## src/rtl/sum_master.sv

```systemverilog
// sum_master: operand/result FIFOs with credit-based issue to the registered sum adder.
// Define SUM_MASTER_CARRY_CNT_EN to enable the saturating carry_cnt counter.
module sum_master #(
  parameter int BUS_WIDTH = 32,
  parameter int OP_DEPTH  = 4,
  parameter int RES_DEPTH = 4
) (
  input  logic                 clk,
  input  logic                 arst,
  input  logic [BUS_WIDTH-1:0] op_in1,
  input  logic [BUS_WIDTH-1:0] op_in2,
  input  logic                 op_valid,
  output logic                 op_ready,
  output logic [BUS_WIDTH-1:0] sum_in1,
  output logic [BUS_WIDTH-1:0] sum_in2,
  output logic                 sum_in_en,
  input  logic [BUS_WIDTH-1:0] sum_out,
  input  logic                 carry_bit_out,
  input  logic                 sum_out_en,
  input  logic                 ready,
  output logic [BUS_WIDTH-1:0] res_data,
  output logic                 res_carry,
  output logic                 res_valid,
  input  logic                 res_ready,
  output logic                 err,
  output logic [15:0]          carry_cnt
);
  localparam int OAW = $clog2(OP_DEPTH);
  localparam int RAW = $clog2(RES_DEPTH);
  localparam logic [RAW+1:0] RD = (RAW+2)'(RES_DEPTH);
  logic [2*BUS_WIDTH-1:0] op_mem [OP_DEPTH];
  logic [BUS_WIDTH:0] res_mem [RES_DEPTH];
  logic [OAW:0] op_wp, op_rp;
  logic [RAW:0] res_wp, res_rp, res_count, infl;
  logic [BUS_WIDTH:0] res_head;
  logic op_full, op_empty, res_full, push, issue, res_pop, res_push, dec, err_set;
  always_comb begin
    op_empty = op_wp == op_rp;
    op_full = (op_wp[OAW] != op_rp[OAW]) && (op_wp[OAW-1:0] == op_rp[OAW-1:0]);
    res_count = res_wp - res_rp;
    res_full = res_count == RD[RAW:0];
    push = op_valid && !op_full;
    // reserve a result slot for every in-flight pair so returns can never overflow
    issue = !op_empty && ready && (({1'b0, res_count} + {1'b0, infl}) < RD);
    res_pop = res_valid && res_ready;
    dec = sum_out_en && infl != '0;
    res_push = dec && (!res_full || res_pop);
    err_set = sum_out_en && (infl == '0 || (res_full && !res_pop));
    res_head = res_mem[res_rp[RAW-1:0]];
  end
  assign op_ready = !op_full;
  assign res_valid = res_wp != res_rp;
  assign res_data = res_valid ? res_head[BUS_WIDTH-1:0] : '0;
  assign res_carry = res_valid ? res_head[BUS_WIDTH] : 1'b0;
  always_ff @(posedge clk) begin
    if (push) op_mem[op_wp[OAW-1:0]] <= {op_in1, op_in2};
    if (res_push) res_mem[res_wp[RAW-1:0]] <= {carry_bit_out, sum_out};
  end
  always_ff @(posedge clk or negedge arst) begin
    if (!arst) begin
      op_wp <= '0;
      op_rp <= '0;
      res_wp <= '0;
      res_rp <= '0;
      infl <= '0;
      sum_in1 <= '0;
      sum_in2 <= '0;
      sum_in_en <= 1'b0;
      err <= 1'b0;
    end else begin
      if (push) op_wp <= op_wp + 1'b1;
      if (issue) begin
        op_rp <= op_rp + 1'b1;
        {sum_in1, sum_in2} <= op_mem[op_rp[OAW-1:0]];
      end
      sum_in_en <= issue;
      if (res_push) res_wp <= res_wp + 1'b1;
      if (res_pop) res_rp <= res_rp + 1'b1;
      infl <= infl + (RAW+1)'(issue) - (RAW+1)'(dec);
      err <= err | err_set;
    end
  end
`ifdef SUM_MASTER_CARRY_CNT_EN
  logic [15:0] cnt;
  always_ff @(posedge clk or negedge arst) begin
    if (!arst) cnt <= '0;
    else if (res_push && carry_bit_out && cnt != 16'hFFFF) cnt <= cnt + 16'd1;
  end
  assign carry_cnt = cnt;
`else
  assign carry_cnt = 16'h0000;
`endif
endmodule

```

## config.mk

```make
export PLATFORM = sky130hd
export DESIGN_NAME = sum_master
export DESIGN_NICKNAME = d
export VERILOG_FILES = /design/src/rtl/sum_master.sv
export SDC_FILE = /design/constraint.sdc
export NUM_CORES = 1
export LEC_CHECK = 0
export CORE_MARGIN = 5
export CORE_UTILIZATION = 50
export DETAILED_ROUTE_END_ITERATION = 6
export PLACE_DENSITY = 0.76
export SLEW_MARGIN = 20
export SYNTH_ARGS = -nofsm -noshare
export SYNTH_HDL_FRONTEND = slang
export SYNTH_SLANG_ARGS = --single-unit
```

## constraint.sdc

```tcl
create_clock -name clk -period 4.39 [get_ports clk]
set_input_delay 0.878 -clock clk [delete_from_list [all_inputs] [get_ports clk]]
set_output_delay 0.878 -clock clk [all_outputs]
set_load 0.01 [all_outputs]
```

# Word-level counts from Yosys, hierarchy flattened
# Memory sizes are Yosys's and may differ from the RTL's. A register that Yosys moved wholly into a read port is not among the register bits.
# Cells that the tools add are included.
[totals] ff_bits=17 ram_bits=388 output_inout_bits=117 memories=2 word_cells=48
[op_classes] bitwise=1 n_lt_le_gt_ge=1 n_addsub=8 reduce_logical=18 mux=6 n_eq_ne=5
[mem_list] name="op_mem" depth=4 width=64 read_ports=1 rd_clocked_by_memory_dff=1 write_ports=1 line="31" rtl="logic [2*BUS_WIDTH-1:0] op_mem [OP_DEPTH];"
[mem_list] name="res_mem" depth=4 width=33 read_ports=1 rd_clocked_by_memory_dff=0 write_ports=1 line="32" rtl="logic [BUS_WIDTH:0] res_mem [RES_DEPTH];"
[op_table] cell="2-to-1 mux 32 bit" n=1
[op_table] cell="adder 3 x 1 -> 3 bit (second input constant)" n=4
[op_table] cell="logical AND 1 bit" n=9
[op_table] cell="zero test 1 bit" n=5
[op_table] cell="2-to-1 mux 1 bit" n=5
[op_table] cell="adder 3 x 3 -> 4 bit" n=1
[op_table] cell="< comparator 4 x 3 -> 1 bit (second input constant)" n=1
[op_table] cell="adder 3 x 1 -> 3 bit" n=1
[op_table] cell="== test 3 bit" n=1
[op_table] cell="== test 3 bit (second input constant)" n=1
[op_table] cell="zero test 3 bit" n=1
[op_table] cell="!= test 3 bit" n=1
[op_table] cell="nonzero test 3 bit" n=1
[op_table] cell="subtractor 3 x 1 -> 3 bit" n=1
[op_table] cell="subtractor 3 bit" n=1
[op_table] cell="== test 2 bit" n=1
[op_table] cell="logical OR 1 bit" n=2
[op_table] cell="!= test 1 bit" n=1
[op_table] cell="OR 1 bit" n=1

# Longest topological paths before layout
[depth] ltp_word=7 ltp_mapped=19

# Worst setup path after synthesis
# OpenSTA, ideal clock, no wires.
[synth_timing] path_kind="register to register" from="reg res_rp[1]" to="mem res_mem[3][0] (netlist bit), enable pin" path_slack_ps=-458 n_path_buf=2 setup_time_ps=476 arrival_time_ps=4372 required_time_ps=3914 path_stages_with_launch=8 path_cell_list="dfrtp_1 clkbuf_1 buf_1 inv_1 fa_1 nand2b_1 nor4_1 nor3b_1"
[synth_between] elab_chain_cells=7
[synth_lines] item="start, declared" line="34" rtl="logic [RAW:0] res_wp, res_rp, res_count, infl;"
[synth_lines] item="start signal, assigned" line="78" rtl="if (res_pop) res_rp <= res_rp + 1'b1;"
[synth_lines] item="subtractor 3 bit" line="40" rtl="res_count = res_wp - res_rp;"
[synth_lines] item="== test 3 bit" line="41" rtl="res_full = res_count == RD[RAW:0];"
[synth_lines] item="zero test 1 bit" line="47" rtl="res_push = dec && (!res_full || res_pop);"
[synth_lines] item="logical OR 1 bit *" line="47"
[synth_lines] item="logical AND 1 bit *" line="47"
[synth_lines] item="2-to-1 mux 1 bit *" line="57" rtl="if (res_push) res_mem[res_wp[RAW-1:0]] <= {carry_bit_out, sum_out};"
[synth_lines] item="2-to-1 mux 1 bit (implied by the code) *" line="57"
[synth_lines] item="end, declared" line="32"
# Mark *: on every way between the ends. The rest lies on a longest branch, timed or not.

# Final worst setup path
[layout_timing] from="reg res_rp[0]" to="out res_data[10]"
[layout_between] elab_chain_cells=2
[layout_lines] item="memory read (4 x 33 bit) / != test 3 bit (equally long branches)"
[layout_lines] item="2-to-1 mux 32 bit *" line="53" rtl="assign res_data = res_valid ? res_head[BUS_WIDTH-1:0] : '0;"
[layout_lines] item="end, declared" line="21" rtl="output logic [BUS_WIDTH-1:0] res_data,"
# Marks and branches as above.

==> impl_summary.txt <==
----------------------------------------------------
[Clock tree]
  Clk pin slew, worst setup/hold paths ... 0.06 ns
  CTS sink cnt ... 469
  Clock tree root buffer cell ... sky130_fd_sc_hd__clkbuf_16
  Post-cts hold buffer count ... 0
  Post-CTS setup buffer count ... 0
  CTS buffer count ... 47
  Gates resized, CTS repair ... 0
  Maximum buffer depth of the clock tree ... 3
  TritonCTS clock tree ... done
  Source-to-sink clock delay at the later pin of the worst-skew pair ... 0.55 ns
  H-tree levels ... 2

[Synthesis]
  Post-Synthesis Cell Area ... around 18000 µm²
  Count of warnings emitted by yosys ... 0
  Share of synthesized flip-flops with an asynchronous set or reset ... 17.3%
  Sequential-to-total area share from yosys stat ... 76.5%
  Post-synth EDFFs ... 388
  Post-synthesis instance total ... 795
  Most common flop cell mapped by yosys ... sky130_fd_sc_hd__edfxtp_1
  Post-synthesis cell type count ... 37
  Mean Syn Cell Area ... 22.5 µm²
  Synth Register Bits ... 469

[STA]
  Worst clock skew ... 0.0104 ns
  Remaining max-slew budget at the tightest pin ... 31.0%
  Transition time of the tightest slew-check pin ... 1.04 ns
  Unrepaired setup endpoints after global routing ... false
  Total negative slack ... 0 ns
  Fmax ... 276 MHz
  Part of the cycle the worst path needs ... 82.6%
  Number of hold-slack violations in the final timing report ... 0
  # setup viols final ... 0
  Time the final worst path needs with I/O delays and setup ... 3.63 ns
  Final Max Tran Viols ... 0

[GRT]
  Maximum number of pins on one net before global-route repair ... 68
  Initial antenna violation count ... 3
  Grt ovf ... 0
  Global-route wire length before repair ... 52300 µm
  Global router's overall resource usage ... between 15 and 20%
  Vias in the first global route ... 8951

[Route]
  Wirelength, routed ... 33900 µm
  Starting DRC count in detailed routing ... 420
  Detailed-route wire length per cell ... 22.2 µm
  Final antenna-violating net count ... 0
  DRT Pass-1 Iters ... 5
  Remaining design rule violation count ... 0
  Vias post-DR ... 8225
  Detail-routed via count per cell ... 5.38

[Setup path]
  Setup CP Type ... flop to output port
  Element type at the critical path end ... output port
  Kind of cell with the highest combined delay on the critical path ... buffers and inverters
  Data required time at the worst endpoint ... 3.51 ns
  Series of cell instances along the critical path ... buf_4, mux4_2, and2_1, clkdlybuf4s50_1
  Worst path buffer plus inverter count ... 2
  Slowest stage cell on the critical path ... sky130_fd_sc_hd__mux4_2
  Kind of launch point of the worst setup path ... flop
  Startpoint of the most critical register-to-register path ... res_wp[0]$_DFFE_PN0P_
  Maximum fanout count along the critical path ... 35
  Data arrival time of the critical path ... 2.75 ns
  Delay of the slowest cell on the worst path ... slightly below 0.6 ns
  Crit path from ... res_rp[0]$_DFFE_PN0P_

[Final layout]
  Number of antenna repair diodes ... 0
  Ratio of cells with drive above 1 in the final layout ... 24.2%
  Layout net count ... 1150
  Area Overhead vs Synth ... 22.9%
  Total of fill cells in the finished design ... about 2400

[Power]
  Post-route total power ... ~17 mW
  Maximum resistive drop on vdd ... 623 µV
  Leakage power summed over all cells ... 7.53 nW
  PD cells ... 759 nW/µm²

[Placed design]
  Estimated wirelength of the detail-placed design ... 20000 µm
  Global placement routability congestion ... 0.751
  Number of input and output port buffers inserted ... 203

[Floorplanning]
  FP Rows ... 69
  Io pins ... 220
  Floorplan die area ... 39700 µm²
  Core area ... 35500 µm²
  Die X-Extent ... 199 µm
  Starting density of the core ... just over 50%
  Die span in y ... between 150 and 200 µm

[Outcome]
  Outcome ... finished clean

[Flow run]
  Reported max-cap violation count ... 0

[Hold path]
  Hold Crit Class ... input port to asynchronous set/reset pin

----------------------------------------------------
## per-layer routing
layer | GRT usage, % | wire length (µm) | part of all wire [%]
met1 | 23.6 | 13600 | 40
met2 | 28.4 | 17100 | 50
met3 | 4.45 | 2520 | 7.4
met4 | 5.02 | 641 | 1.9
met5 | 0 | 42 | 0.12
## logic make-up after synthesis
kind of cell,Yosys count,synth area share [%]
flops,469,76.5
mux,164,16.8
buf+inv,61,2.20
simple gates,58,2.06
fa+ha+maj,18,1.34
xor+xnor,16,0.783
compound gates,8,0.329
other cells,1,0.0210
## power breakdown
| part | total, mW | switching, mW | internal [mW] | leakage [nW] |
|---|---|---|---|---|
| Clock | 3.99 | 1.60 | 2.38 | 0.756 |
| Combinational | 6.03 | 2.73 | 3.30 | 2.27 |
| Sequential | 6.67 | 0.507 | 6.16 | 4.51 |
| Total | 16.7 | 4.84 | 11.9 | 7.53 |
## through the flow
stage          utilization, %  setup WS [ns]  instance area [µm²]  hold WS (ns)  cells
2_1_floorplan               -          0.283                17900         0.460    810
3_3_place_gp             57.5          0.845                20400         0.465   1441
3_5_place_dp             57.5          0.741                20400         0.473   1441
4_1_cts                  61.9          0.666                22000         0.457   1528
5_1_grt                  61.9          0.544                22000         0.496   1528
6_report                 61.9          0.764                22000         0.453   1528
## synthesized netlist by cell type, types with 2 or more instances
master / number / area share [%]
sky130_fd_sc_hd__clkbuf_1: 12 / 0.25
sky130_fd_sc_hd__buf_6: 6 / 0.38
sky130_fd_sc_hd__edfxtp_1: 388 / 65
sky130_fd_sc_hd__xor2_1: 6 / 0.29
sky130_fd_sc_hd__nor2_1: 2 / 0.042
sky130_fd_sc_hd__mux2_4: 17 / 1.4
sky130_fd_sc_hd__buf_4: 21 / 0.88
sky130_fd_sc_hd__buf_12: 2 / 0.22
sky130_fd_sc_hd__nor3b_1: 2 / 0.084
sky130_fd_sc_hd__dfrtp_1: 81 / 11
sky130_fd_sc_hd__nor3_1: 2 / 0.056
sky130_fd_sc_hd__inv_1: 13 / 0.27
sky130_fd_sc_hd__nand3_1: 3 / 0.084
sky130_fd_sc_hd__xnor2_1: 10 / 0.49
sky130_fd_sc_hd__mux4_2: 97 / 12
sky130_fd_sc_hd__buf_2: 6 / 0.17
sky130_fd_sc_hd__and2_1: 40 / 1.4
sky130_fd_sc_hd__a21oi_1: 2 / 0.056
sky130_fd_sc_hd__ha_1: 16 / 1.1
sky130_fd_sc_hd__mux2_2: 48 / 3.0
sky130_fd_sc_hd__mux2_1: 2 / 0.13
sky130_fd_sc_hd__fa_1: 2 / 0.22
sky130_fd_sc_hd__nand2_1: 3 / 0.063
## final timing paths
check,end,slack (ns),depth (start not counted)
max in group asynchronous,sum_in2[10]$_DFFE_PN0N_,3.05,2
max reg2reg,infl[2]$_DFF_PN0_,0.77,17
max,res_data[10],0.76,4
min in group clk,err$_DFF_PN0_,0.48,2
min,sum_in2[5]$_DFFE_PN0N_,0.45,1
min reg2reg,err$_DFF_PN0_,0.48,2
## final cells by class
| type | instances | area (µm²) | share of cell area, % |
|---|---|---|---|
| Sequential cell | 469 | 13700 | 62.3 |
| Multi-Input combinational cell | 280 | 3890 | 17.7 |
| Timing Repair Buffer | 218 | 2200 | 10.0 |
| Clock buffer | 66 | 1350 | 6.14 |
| Tap cell | 461 | 577 | 2.62 |
| Clock inverter | 21 | 215 | 0.979 |
| Inverter | 13 | 48.8 | 0.222 |
## registers in the layout, indices dropped and copies added (netlist names)
signal and count:
op_mem 256, res_mem 132, sum_in1 32, sum_in2 32, infl 3, op_rp 3
op_wp 3, res_rp 3, res_wp 3, err 1, sum_in_en 1
## placed cells by master, fill, tap and decap left out, drive strengths merged, types with 13 or more instances in the layout
cell type / count
edfxtp: 388
clkdlybuf4s50: 202
mux4: 97
dfrtp: 81
mux2: 67
clkbuf: 66
and2: 40
ha: 16
conb: 16
buf: 16
clkinv: 14
inv: 13
Note: power is estimated with default switching activity, not from simulation.
